## config.mk

```make
export PLATFORM = sky130hd
export DESIGN_NAME = traffic_request_conditioner
export DESIGN_NICKNAME = d
export VERILOG_FILES = /design/src/rtl/traffic_request_conditioner.sv
export SDC_FILE = /design/constraint.sdc
export NUM_CORES = 1
export LEC_CHECK = 0
export CAP_MARGIN = 5
export CORE_MARGIN = 4
export CORE_UTILIZATION = 50
export DETAILED_ROUTE_END_ITERATION = 16
export PLACE_DENSITY = 0.7
export SYNTH_ARGS = -nofsm -noshare
export SYNTH_HDL_FRONTEND = slang
export SYNTH_SLANG_ARGS = --single-unit
```

## constraint.sdc

```tcl
create_clock -name clk -period 2.5 [get_ports clk]
set_clock_uncertainty 0.1 [all_clocks]
set_input_delay 0.5 -clock clk [delete_from_list [all_inputs] [get_ports clk]]
set_output_delay 0.5 -clock clk [all_outputs]
set_load 0.01 [all_outputs]
```

## src/rtl/traffic_request_conditioner.sv

```systemverilog
// Input conditioner for the intersection controller: syncs and debounces sensors and ped buttons,
// latches per-axis requests and flags long waits. Optional stats ports under TRAFFIC_REQ_STATS_EN.
module traffic_request_conditioner #(
    parameter int DEBOUNCE_CYCLES = 4,
    parameter int MAX_WAIT        = 255
) (
    input  logic       clk,
    input  logic       reset,
    input  logic [3:0] sens_raw,
    input  logic [1:0] ped_raw,
    input  logic       clr_ns,
    input  logic       clr_ew,
    input  logic [1:0] clr_ped,
    output logic [3:0] sens_clean,
    output logic       ns_req,
    output logic       ew_req,
    output logic [1:0] ped_req,
    output logic       ns_urgent,
    output logic       ew_urgent
`ifdef TRAFFIC_REQ_STATS_EN
    ,
    output logic [7:0] ns_req_count,
    output logic [7:0] ew_req_count
`endif
);

    localparam int DW = $clog2(DEBOUNCE_CYCLES + 1);
    localparam int WW = $clog2(MAX_WAIT + 1);
    localparam logic [DW-1:0] DB_LAST  = DW'(DEBOUNCE_CYCLES - 1);
    localparam logic [WW-1:0] WAIT_MAX = WW'(MAX_WAIT);

    // Bits [3:0] are the approach sensors, [5:4] the ped buttons.
    logic [5:0]         sync1_q, sync1_d, sync2_q, sync2_d;
    logic [5:0]         clean_q, clean_d, clean_prev_q, clean_prev_d;
    logic [5:0][DW-1:0] db_cnt_q, db_cnt_d;
    logic [5:0]         rise;
    logic               ns_req_q, ns_req_d, ew_req_q, ew_req_d;
    logic [1:0]         ped_req_q, ped_req_d;
    logic [WW-1:0]      ns_wait_q, ns_wait_d, ew_wait_q, ew_wait_d;

    assign rise = clean_q & ~clean_prev_q;

    always_comb begin
        sync1_d      = {ped_raw, sens_raw};
        sync2_d      = sync1_q;
        clean_prev_d = clean_q;
        clean_d      = clean_q;
        db_cnt_d     = db_cnt_q;
        for (int i = 0; i < 6; i++) begin
            if (sync2_q[i] != clean_q[i]) begin
                if (db_cnt_q[i] == DB_LAST) begin
                    clean_d[i]  = ~clean_q[i];
                    db_cnt_d[i] = '0;
                end else begin
                    db_cnt_d[i] = db_cnt_q[i] + 1'b1;
                end
            end else begin
                db_cnt_d[i] = '0;
            end
        end

        // A clear while the axis is still occupied re-arms immediately.
        ns_req_d  = (ns_req_q & ~clr_ns) | rise[0] | rise[1] | (clr_ns & (clean_q[0] | clean_q[1]));
        ew_req_d  = (ew_req_q & ~clr_ew) | rise[2] | rise[3] | (clr_ew & (clean_q[2] | clean_q[3]));
        ped_req_d = (ped_req_q & ~clr_ped) | rise[5:4];

        ns_wait_d = '0;
        if (ns_req_q && ns_req_d)
            ns_wait_d = (ns_wait_q == WAIT_MAX) ? ns_wait_q : ns_wait_q + 1'b1;
        ew_wait_d = '0;
        if (ew_req_q && ew_req_d)
            ew_wait_d = (ew_wait_q == WAIT_MAX) ? ew_wait_q : ew_wait_q + 1'b1;
    end

    always_ff @(posedge clk or posedge reset) begin
        if (reset) begin
            sync1_q      <= '0;
            sync2_q      <= '0;
            clean_q      <= '0;
            clean_prev_q <= '0;
            db_cnt_q     <= '0;
            ns_req_q     <= 1'b0;
            ew_req_q     <= 1'b0;
            ped_req_q    <= '0;
            ns_wait_q    <= '0;
            ew_wait_q    <= '0;
        end else begin
            sync1_q      <= sync1_d;
            sync2_q      <= sync2_d;
            clean_q      <= clean_d;
            clean_prev_q <= clean_prev_d;
            db_cnt_q     <= db_cnt_d;
            ns_req_q     <= ns_req_d;
            ew_req_q     <= ew_req_d;
            ped_req_q    <= ped_req_d;
            ns_wait_q    <= ns_wait_d;
            ew_wait_q    <= ew_wait_d;
        end
    end

    assign sens_clean = clean_q[3:0];
    assign ns_req     = ns_req_q;
    assign ew_req     = ew_req_q;
    assign ped_req    = ped_req_q;
    assign ns_urgent  = ns_req_q & (ns_wait_q == WAIT_MAX);
    assign ew_urgent  = ew_req_q & (ew_wait_q == WAIT_MAX);

`ifdef TRAFFIC_REQ_STATS_EN
    logic [7:0] ns_cnt_q, ns_cnt_d, ew_cnt_q, ew_cnt_d;

    always_comb begin
        ns_cnt_d = ns_cnt_q;
        ew_cnt_d = ew_cnt_q;
        if (ns_req_d && !ns_req_q && ns_cnt_q != 8'hFF) ns_cnt_d = ns_cnt_q + 8'd1;
        if (ew_req_d && !ew_req_q && ew_cnt_q != 8'hFF) ew_cnt_d = ew_cnt_q + 8'd1;
    end

    always_ff @(posedge clk or posedge reset) begin
        if (reset) begin
            ns_cnt_q <= '0;
            ew_cnt_q <= '0;
        end else begin
            ns_cnt_q <= ns_cnt_d;
            ew_cnt_q <= ew_cnt_d;
        end
    end

    assign ns_req_count = ns_cnt_q;
    assign ew_req_count = ew_cnt_q;
`endif

endmodule
```

---- Word-level counts from Yosys, hierarchy flattened ----
Index checks and enable logic that the tools add are counted.
word-level totals
  bits in registers ....................... 62
  input port bits ......................... 12
  output and inout bits ................... 10
operators by class
  $add $sub $neg .......................... 8
  equality and inequality tests ........... 16
  muxes and demuxes ....................... 16
  bitwise logic cells ..................... 27
  reductions and logical operators ........ 8
operators by type and width
  kind                   count
  $mux W3                12
  $mux W8                4
  $add A3 B1 Y3 const B  6
  $eq A3 B2 Y1 const B   6
  $add A8 B1 Y8 const B  2
  $eq A8 B8 Y1 const B   2
  $reduce_and A2 Y1      6
  $not A1 Y1             8
  $or A1 B1 Y1           8
  $and A1 B1 Y1          6
  $and A6 B6 Y6          1
  $ne A1 B1 Y1           6
  $not A6 Y6             1
  $ne A2 B2 Y1 const B   2
  $and A2 B2 Y2          1
  $logic_and A1 B1 Y1    2
  $not A2 Y2             1
  $or A2 B2 Y2           1

---- Longest topological paths before layout ----
Gate-level depths: netlist (run 1).
  word-level depth ........................ 7
  gate-level depth with buffers ........... 4
  gate-level depth less buffers ........... 4

---- Worst setup path after synthesis (run 1) ----
Ideal clock, no wire load.
  path type ............................... flip-flop to output port
  start point ............................. register ew_wait_q[0]
  end point ............................... output ew_urgent
  arrival ................................. 1,099 ps
  required time ........................... 1,900 ps
  slack ................................... 801 ps
  cell stages (with the launch flop) ...... 5
  path through ............................ dfrtp_1 ha_1 nand3_2 nor2_1 and2_1
on the way
  longest elaborated chain between the ends .. 2
RTL lines
  item                    line  RTL
  start, declared         39    logic [WW-1:0] ns_wait_q, ns_wait_d, ew_wait_q, ew_wait_d;
  start signal, assigned  97    ew_wait_q <= ew_wait_d;
  $eq A8 B8 Y1            106   assign ew_urgent = ew_req_q & (ew_wait_q == WAIT_MAX);
  $and A1 B1 Y1           106
  end, declared           19    output logic ew_urgent
No other way between the ends.

---- Worst setup path after layout (run 1) ----
  start point ............................. register ns_wait_q[0]
  end point ............................... output ns_urgent
on the way
  longest elaborated chain between the ends .. 2
RTL lines
  item                    line  RTL
  start, declared         39
  start signal, assigned  96    ns_wait_q <= ns_wait_d;
  $eq A8 B8 Y1            105   assign ns_urgent = ns_req_q & (ns_wait_q == WAIT_MAX);
  $and A1 B1 Y1           105
  end, declared           18    output logic ns_urgent,
No other way between the ends.

==> Flow_metrics.wiki, run 1 <==
{| class="wikitable"
! Metric !! Value
|-
| Critical setup path kind || register to primary output
|-
| Max capacitance violation total || 0
|-
| Vias || 1694
|-
| Delay-heaviest family, CP || buffers and inverters
|-
| Post-placement cell count || 288
|-
| Number of synthesized flops with an enable pin || 0
|-
| Layout fillers || 374
|-
| Clock sink count || 62
|-
| Launching point of the worst reg2reg path || ns_wait_q[0]
|-
| Pwr Density || 1020 nW/µm²
|-
| Boundary Pins || 22
|-
| Area growth from synthesis to layout || 23.5%
|-
| Period Utilization, post-route || 0.978
|-
| Residual antenna-violating net count after detailed routing || 0
|-
| Overall track demand over capacity in global routing || 0.159
|-
| Final routed wire length divided by cell count || 14.4 µm
|-
| Skew-Pair Late Insertion Delay || 330 ps
|-
| Synth Net Count || 222
|-
| Final setup fails || 0
|-
| Global routing usage on met1 || 0.187
|-
| Number of I/O port buffers || 21
|-
| Worst Hold Endpoint || sync2_q[4]
|-
| Library cells used by synthesis || 40
|-
| Unrepaired setup endpoints after global routing || no
|-
| Post-Syn Area || 2540 µm²
|-
| Total Die Area || 6290 µm²
|-
| Clock root buffer master || sky130_fd_sc_hd__clkbuf_8
|-
| Cell type of the slowest stage on the worst timing path || sky130_fd_sc_hd__clkdlybuf4s50_1
|-
| Final routed wirelength across all metal layers || 4440 µm
|-
| Count of H-tree levels built during CTS || 3
|-
| Final total negative setup slack || 0 ps
|-
| Fin cells || 309
|-
| Num CTS Buffers || 9
|-
| Capturing point of the worst reg2reg path || ns_wait_q[5]
|-
| Final count of hold timing violations || 0
|-
| Critical path cell sequence || ha_4, and3_4, and3_2, clkdlybuf4s50_1
|-
| Setup slack of the most critical reg-to-reg path || 1000 ps
|-
| Met3 Track Usage GR || 0.0476
|-
| Total half-perimeter wirelength after legalization and detailed placement || 3060 µm
|-
| Die Y-Extent || 79.3 µm
|-
| Met2 global-route usage || 0.266
|-
| Mean area per synthesized cell || 12.6 µm²
|-
| XOR/XNOR Fraction of Synth Area || 0.0207
|-
| Placer congestion estimate || 0.836
|-
| Dominant synthesized flop cell || sky130_fd_sc_hd__dfrtp_1
|-
| Hold path start || sync1_q[4]
|-
| First-pass detailed-route iteration total || 4
|-
| Warnings from Yosys || 0
|-
| Max frequency || 0.409 GHz
|-
| Critical Path Source Type || register
|-
| CTS max path bufs || 2
|-
| CP Max Fanout || 6
|-
| Depth of the worst register-to-register path || 5
|-
| Share of cell area taken by muxes after synthesis || 0.0172
|-
| Path class of the lowest-slack min-delay path || register to register
|-
| Register area share after synthesis || 0.611
|-
| Slew Limit Fails || 0
|-
| Wire length of the first global-routing pass || 7600 µm
|-
| Required time at the worst-slack endpoint || 1900 ps
|-
| Relative max-transition margin || 0.712
|-
| Global routing's busiest layer || met2
|-
| Result of the run || completed
|-
| Number of diodes added for antenna fixing || 0
|-
| Total of flip-flops plus latches after synthesis || 62
|-
| Clock tree from TritonCTS || yes
|-
| DRC violations left || 0
|-
| Area inside the core boundary || 4820 µm²
|-
| Peak VDD IR || 549 µV
|-
| Largest family of logic cells by synthesized area || simple AND/OR/NAND/NOR gates
|-
| Die Width || 79.3 µm
|-
| Fraction of synthesis flops using an asynchronous set or reset pin || 1.00
|-
| Endpoint class of the critical path || primary output
|-
| Proportion of layout cells with a drive suffix above 1 || 0.198
|-
| Starting DRC count in detailed routing || 245
|-
| Worst endpoint data arrival time || 1850 ps
|-
| Average via count per standard cell || 5.48
|-
| Fraction of the mapped netlist area in adder cells || 0.0394
|-
| Total congestion overflow || 0
|-
| Cells after synthesis || 202
|-
| Slew at the pin closest to its max-slew limit || 433 ps
|-
| Maximum number of pins on one net before global-route repair || 26
|-
| Synth Area in Compound Gates || 0.0921
|-
| Tmin final || 2450 ps
|-
| Row count || 25
|-
| Clock slew seen by the registers of the worst setup and hold paths || 70 ps
|-
| Antenna violations before repair || 0
|-
| Longest individual stage delay on the worst path || 530 ps
|-
| Initial standard-cell utilization of the core || 0.528
|-
| Final nets || 257
|-
| Via count of the first global-routing pass || 1706
|-
| Simple-Gate Fraction of Synth Area || 0.192
|-
| Cell depth of the worst min-delay path || 0
|-
| Leak || 1.37 nW
|-
| Count of buffering cells on the critical path with inverters included || 1
|}
==> layer usage <==
| layer | part of all wire | up-vias |
|---|---|---|
| met5 | 0 | - |
| met4 | 0.0074 | 0 |
| met3 | 0.055 | 6 |
| met2 | 0.52 | 45 |
| met1 | 0.42 | 838 |
| li1 | - | 805 |
==> state kept, by name (all words and copies together), names as in the netlist <==
register / cells
ped_req: 2
ew_wait_q: 8
ew_req: 1
sync1_q: 6
db_cnt_q: 18
clean_prev_q: 6
ns_wait_q: 8
sync2_q: 6
ns_req: 1
clean_prev_d: 6
==> placed cells by master, fill, tap and decap left out, drive strengths merged, types with 2 or more instances in the layout <==
master / instances
clkdlybuf4s50: 20
nor3b: 16
and3b: 3
o21ai: 6
a211oi: 4
bufinv: 2
clkinv: 2
nand3: 7
a21boi: 3
nor3: 11
o22ai: 2
inv: 9
and3: 4
nand2: 10
ha: 8
xnor2: 6
nor4b: 2
clkbuf: 12
mux2: 3
a21oi: 8
nor2b: 3
nand2b: 3
buf: 8
a31oi: 5
and4: 6
nor2: 4
nand4: 4
dfrtp: 62
==> power by group <==
part / internal (mW) / switching, mW
sequential: 1.25 / 0.213
combinational: 0.430 / 0.357
clock: 0.586 / 0.355
total: 2.27 / 0.925
==> logic make-up after synthesis <==
family	after synthesis
flops	62
xor+xnor	6
simple gates	75
fa+ha+maj	8
compound gates	33
mux	4
buf+inv	14
==> what timing repair did <==
item,4_1_cts,5_1_grt
buffers inserted,3,2
hold buffers,0,0
resized for setup,7,6
endpoints found under the setup margin,2,2
pin swaps,0,1
==> worst max-delay path by stage <==
stage                     slack (ps)  depth (start not counted)              end          from
after floorplan                  360                          1  clean_prev_d[0]         reset
after global placement           260                          5        ew_urgent  ew_wait_q[0]
after detailed placement         180                          5        ew_urgent  ew_wait_q[0]
after CTS                         20                          5        ew_urgent  ew_wait_q[1]
after global routing               5                          4        ns_urgent  ns_wait_q[0]
final                             50                          4        ns_urgent  ns_wait_q[0]
==> cells in the mapped netlist (2+ instances only) <==
cell | number | area [µm²]
sky130_fd_sc_hd__nor3_1 | 11 | 55.1
sky130_fd_sc_hd__and3_2 | 2 | 15.0
sky130_fd_sc_hd__a211oi_2 | 2 | 25.0
sky130_fd_sc_hd__nor3b_1 | 15 | 113
sky130_fd_sc_hd__and3_1 | 2 | 12.5
sky130_fd_sc_hd__nand3_1 | 6 | 30.0
sky130_fd_sc_hd__xnor2_1 | 6 | 52.6
sky130_fd_sc_hd__o22ai_1 | 2 | 12.5
sky130_fd_sc_hd__dfrtp_1 | 62 | 1550
sky130_fd_sc_hd__buf_4 | 5 | 37.5
sky130_fd_sc_hd__a21oi_1 | 7 | 35.0
sky130_fd_sc_hd__nor2_1 | 4 | 15.0
sky130_fd_sc_hd__a31oi_1 | 5 | 31.3
sky130_fd_sc_hd__nand2b_1 | 3 | 18.8
sky130_fd_sc_hd__nor2b_1 | 3 | 18.8
sky130_fd_sc_hd__a21boi_0 | 3 | 22.5
sky130_fd_sc_hd__ha_1 | 8 | 100
sky130_fd_sc_hd__nand4_1 | 4 | 25.0
sky130_fd_sc_hd__nand2_1 | 9 | 33.8
sky130_fd_sc_hd__mux2_2 | 3 | 33.8
sky130_fd_sc_hd__nor4b_1 | 2 | 17.5
sky130_fd_sc_hd__o21ai_0 | 6 | 30.0
sky130_fd_sc_hd__and4_1 | 2 | 17.5
sky130_fd_sc_hd__a211oi_1 | 2 | 15.0
sky130_fd_sc_hd__and4_4 | 3 | 33.8
sky130_fd_sc_hd__and3b_1 | 3 | 26.3
sky130_fd_sc_hd__inv_1 | 9 | 33.8
==> worst reg2reg max path, delay by kind of cell (launching register included) <==
kind                   cells  cell delay, ps
flip-flops                 1             430
AND/OR/NAND/NOR            3             610
buffers and inverters      2             280
==> through the flow <==
stage	hold slack, ps	area [µm²]	setup slack, ps	total power, mW	util
after floorplan	231	2540	359	1.94	-
after global placement	234	2830	257	2.12	0.588
after detailed placement	236	2830	180	2.20	0.588
after CTS	248	3100	20.1	3.21	0.644
after global routing	269	3140	5.18	3.40	0.651
final	249	3140	54.7	3.19	0.651
==> layout make-up <==
cell class | instances | area, µm² | share of cell area
flip-flops and latches | 62 | 1560 | 0.496
multi-input cells | 126 | 963 | 0.307
inverters | 9 | 33.8 | 0.0108
clock buffers | 12 | 145 | 0.0463
well taps | 67 | 83.8 | 0.0267
repair buffers | 29 | 285 | 0.0909
clock inverters | 4 | 70.1 | 0.0223
Note: power is estimated with default switching activity, not from simulation.
==> run 2: changes to the inputs <==
==> constraint.sdc (replaced) <==
create_clock -name clk -period 2.35 [get_ports clk]
set_clock_uncertainty 0.1 [all_clocks]
set_input_delay 0.47 -clock clk [delete_from_list [all_inputs] [get_ports clk]]
set_output_delay 0.47 -clock clk [all_outputs]
set_load 0.01 [all_outputs]
==> run 2 against run 1 <==
Combinational power grew 3.6%. Core utilization shrank 1.7 points. First-iteration DRC count shrank 57%. Via count shrank 3.4%. Power shrank 1.3%. Final cell count shrank 0.97%. Cell area shrank 2.6%. Count of clock-buffer cells in the layout grew 2. Routed wire length shrank 7.3%. Highest routed layer unchanged.
==> Flow_metrics.wiki, run 2 (synthesis results as in run 1) <==
{| class="wikitable"
! Metric !! Value
|-
| Result of the run || completed (unchanged)
|-
| Number of diodes added for antenna fixing || 0 (unchanged)
|-
| Clock root buffer master || sky130_fd_sc_hd__clkbuf_8 (unchanged)
|-
| Area inside the core boundary || 4820 µm² (unchanged)
|-
| Cell type of the slowest stage on the worst timing path || sky130_fd_sc_hd__dfrtp_2 (was sky130_fd_sc_hd__clkdlybuf4s50_1)
|-
| Delay-heaviest family, CP || flip-flops (was buffers and inverters)
|-
| First-pass detailed-route iteration total || 4 (unchanged)
|-
| Residual antenna-violating net count after detailed routing || 0 (unchanged)
|-
| Met3 Track Usage GR || 0.0385 (was 0.0476)
|-
| Maximum number of pins on one net before global-route repair || 63 (was 26)
|-
| Met2 global-route usage || 0.247 (was 0.266)
|-
| Registers with the highest flip-flop counts || db_cnt_q (18), ew_wait_q (8), ns_wait_q (8) (unchanged)
|-
| Post-placement cell count || 286 (was 288)
|-
| Path class of the lowest-slack min-delay path || register to register (unchanged)
|-
| Proportion of power drawn by the clock network || 0.248 (was 0.294)
|-
| Clock tree from TritonCTS || yes (unchanged)
|-
| Capturing point of the worst reg2reg path || ns_wait_q[6] (was ns_wait_q[5])
|-
| Final routed wirelength across all metal layers || 4120 µm (was 4440 µm)
|-
| Highest-count cells in the layout ignoring fill and taps || sky130_fd_sc_hd__dfrtp_1 (59), sky130_fd_sc_hd__clkdlybuf4s50_1 (19), sky130_fd_sc_hd__nor3b_1 (15), sky130_fd_sc_hd__nor3_1 (11), sky130_fd_sc_hd__clkbuf_8 (11) (was sky130_fd_sc_hd__dfrtp_1 (58), sky130_fd_sc_hd__clkdlybuf4s50_1 (20), sky130_fd_sc_hd__nor3b_1 (15), sky130_fd_sc_hd__nor3_1 (11), sky130_fd_sc_hd__clkbuf_8 (10))
|-
| Worst endpoint data arrival time || 1580 ps (was 1850 ps)
|-
| Tmin final || 2150 ps
|-
| Skew-Pair Late Insertion Delay || 320 ps (was 330 ps)
|-
| Worst Hold Endpoint || sync2_q[3] (was sync2_q[4])
|-
| Setup slack of the critical path after layout || 197 ps (was 54.7 ps)
|-
| Endpoint class of the critical path || primary output (unchanged)
|-
| Final nets || 255 (was 257)
|-
| Final routed wire length divided by cell count || 13.5 µm (was 14.4 µm)
|-
| Fin cells || 306 (was 309)
|-
| Overall track demand over capacity in global routing || 0.154 (was 0.159)
|-
| Reg with most FFs || db_cnt_q (unchanged)
|-
| Final setup fails || 0 (unchanged)
|-
| Slew Limit Fails || 0 (unchanged)
|-
| Cell depth of the worst min-delay path || 0 (unchanged)
|-
| Antenna violations before repair || 0 (unchanged)
|-
| Count of buffering cells on the critical path with inverters included || 1 (unchanged)
|-
| Row count || 25 (unchanged)
|-
| Sw Ratio || 0.296 (was 0.290)
|-
| Internal power contribution || 2.22 mW (was 2.27 mW)
|-
| Critical setup path kind || register to primary output (unchanged)
|-
| Pwr Density || 1030 nW/µm² (was 1020 nW/µm²)
|-
| Wire length of the first global-routing pass || 7400 µm (was 7600 µm)
|-
| Total Die Area || 6290 µm² (unchanged)
|-
| Area growth from synthesis to layout || 20.3% (was 23.5%)
|-
| Initial standard-cell utilization of the core || 0.528 (unchanged)
|-
| Depth of the worst register-to-register path || 4 (was 5)
|-
| Longest individual stage delay on the worst path || 420 ps (was 530 ps)
|-
| Average via count per standard cell || 5.35 (was 5.48)
|-
| Launching point of the worst reg2reg path || ns_wait_q[1] (was ns_wait_q[0])
|-
| Number of I/O port buffers || 21 (unchanged)
|-
| Die Width || 79.3 µm (unchanged)
|-
| Max frequency || 0.464 GHz
|-
| Clock sink count || 62 (unchanged)
|-
| Global routing usage on met1 || 0.180 (was 0.187)
|-
| Cts hold-fix bufs || 0 (unchanged)
|-
| Comb power frac || 0.259 (was 0.247)
|-
| Total half-perimeter wirelength after legalization and detailed placement || 2840 µm (was 3060 µm)
|-
| Net switching power of the design || 0.935 mW (was 0.925 mW)
|-
| Total congestion overflow || 0 (unchanged)
|-
| Pre-CTS worst setup slack || 90.8 ps (was 180 ps)
|-
| Boundary Pins || 22 (unchanged)
|-
| Count of H-tree levels built during CTS || 3 (unchanged)
|-
| DRC violations left || 0 (unchanged)
|-
| Critical Path Source Type || register (unchanged)
|-
| Peak VDD IR || 593 µV (was 549 µV)
|-
| Relative max-transition margin || 0.704 (was 0.712)
|-
| CP Max Fanout || 6 (unchanged)
|-
| Leading cell type in the layout, fill and taps excluded || sky130_fd_sc_hd__dfrtp_1 (unchanged)
|-
| Period Utilization, post-route || 0.916
|-
| Proportion of layout cells with a drive suffix above 1 || 0.180 (was 0.198)
|-
| Slew at the pin closest to its max-slew limit || 444 ps (was 433 ps)
|-
| Setup slack of the most critical reg-to-reg path || 970 ps (was 1000 ps)
|-
| Vias || 1636 (was 1694)
|-
| Final count of hold timing violations || 0 (unchanged)
|-
| Max capacitance violation total || 0 (unchanged)
|-
| Hold path start || sync1_q[3] (was sync1_q[4])
|-
| Global routing's busiest layer || met2 (unchanged)
|-
| Num CTS Buffers || 9 (unchanged)
|-
| CTS max path bufs || 2 (unchanged)
|-
| Leak || 1.33 nW (was 1.37 nW)
|-
| Number of flip-flops under the largest register name || 18 (unchanged)
|-
| Part of the power in registers || 0.494 (was 0.459)
|-
| Via count of the first global-routing pass || 1733 (was 1706)
|-
| Clock slew seen by the registers of the worst setup and hold paths || 60 ps (was 70 ps)
|-
| Placer congestion estimate || 0.869 (was 0.836)
|-
| Critical path cell sequence || ha_4, and3_4, and3_2, dlygate4sd2_1 (was ha_4, and3_4, and3_2, clkdlybuf4s50_1)
|-
| Final total negative setup slack || 0 ps (unchanged)
|-
| Unrepaired setup endpoints after global routing || no (unchanged)
|-
| Required time at the worst-slack endpoint || 1780 ps (was 1900 ps)
|-
| Die Y-Extent || 79.3 µm (unchanged)
|-
| Starting DRC count in detailed routing || 105 (was 245)
|}
[run 2: what timing repair did]
action | in CTS | in global routing
setup endpoints to repair | 2 | 0
gates resized for setup | 11 | 0
setup buffers | 5 | 0
[run 2: worst max-delay path by stage]
stage               slack [ps]              end  cells after the start          from
global placement           140        ew_urgent                      5  ew_wait_q[0]
floorplan                  240  clean_prev_d[0]                      1         reset
global route               130        ns_urgent                      4  ns_wait_q[0]
finish                     200        ns_urgent                      4  ns_wait_q[0]
detailed placement          90        ew_urgent                      5  ew_wait_q[0]
CTS                        180        ns_urgent                      4  ns_wait_q[0]
[run 2: power by group through the flow]
stage | combinational (mW) | clock [mW] | sequential, mW
2_1_floorplan | 0.528 | 0 | 1.53
3_3_place_gp | 0.706 | 0 | 1.55
3_5_place_dp | 0.750 | 0 | 1.58
4_1_cts | 0.824 | 0.807 | 1.56
5_1_grt | 0.913 | 0.852 | 1.60
6_report | 0.816 | 0.781 | 1.56
[run 2: area by class of cell]
| type | count | area (µm²) |
|---|---|---|
| clock inverters | 1 | 5.00 |
| repair buffers | 27 | 265 |
| multi-input cells | 126 | 951 |
| fillers | 388 | 1760 |
| inverters | 9 | 33.8 |
| clock buffers | 14 | 163 |
| well taps | 67 | 83.8 |
| flip-flops and latches | 62 | 1560 |
[run 2: metal layers]
| metal | routed length, µm | part of all wire |
|---|---|---|
| met1 | 1770 | 0.43 |
| met2 | 2050 | 0.50 |
| met3 | 172 | 0.042 |
| met4 | 123 | 0.030 |
| met5 | 0 | 0 |
[run 2: through the flow]
stage                util  power, mW  hold WS [ps]  cell area [µm²]
finish              0.635       3.15           246             3060
global route        0.635       3.37           259             3060
CTS                 0.635       3.19           250             3060
detailed placement  0.585       2.33           236             2820
global placement    0.585       2.25           232             2820
floorplan               -       2.06           231             2540
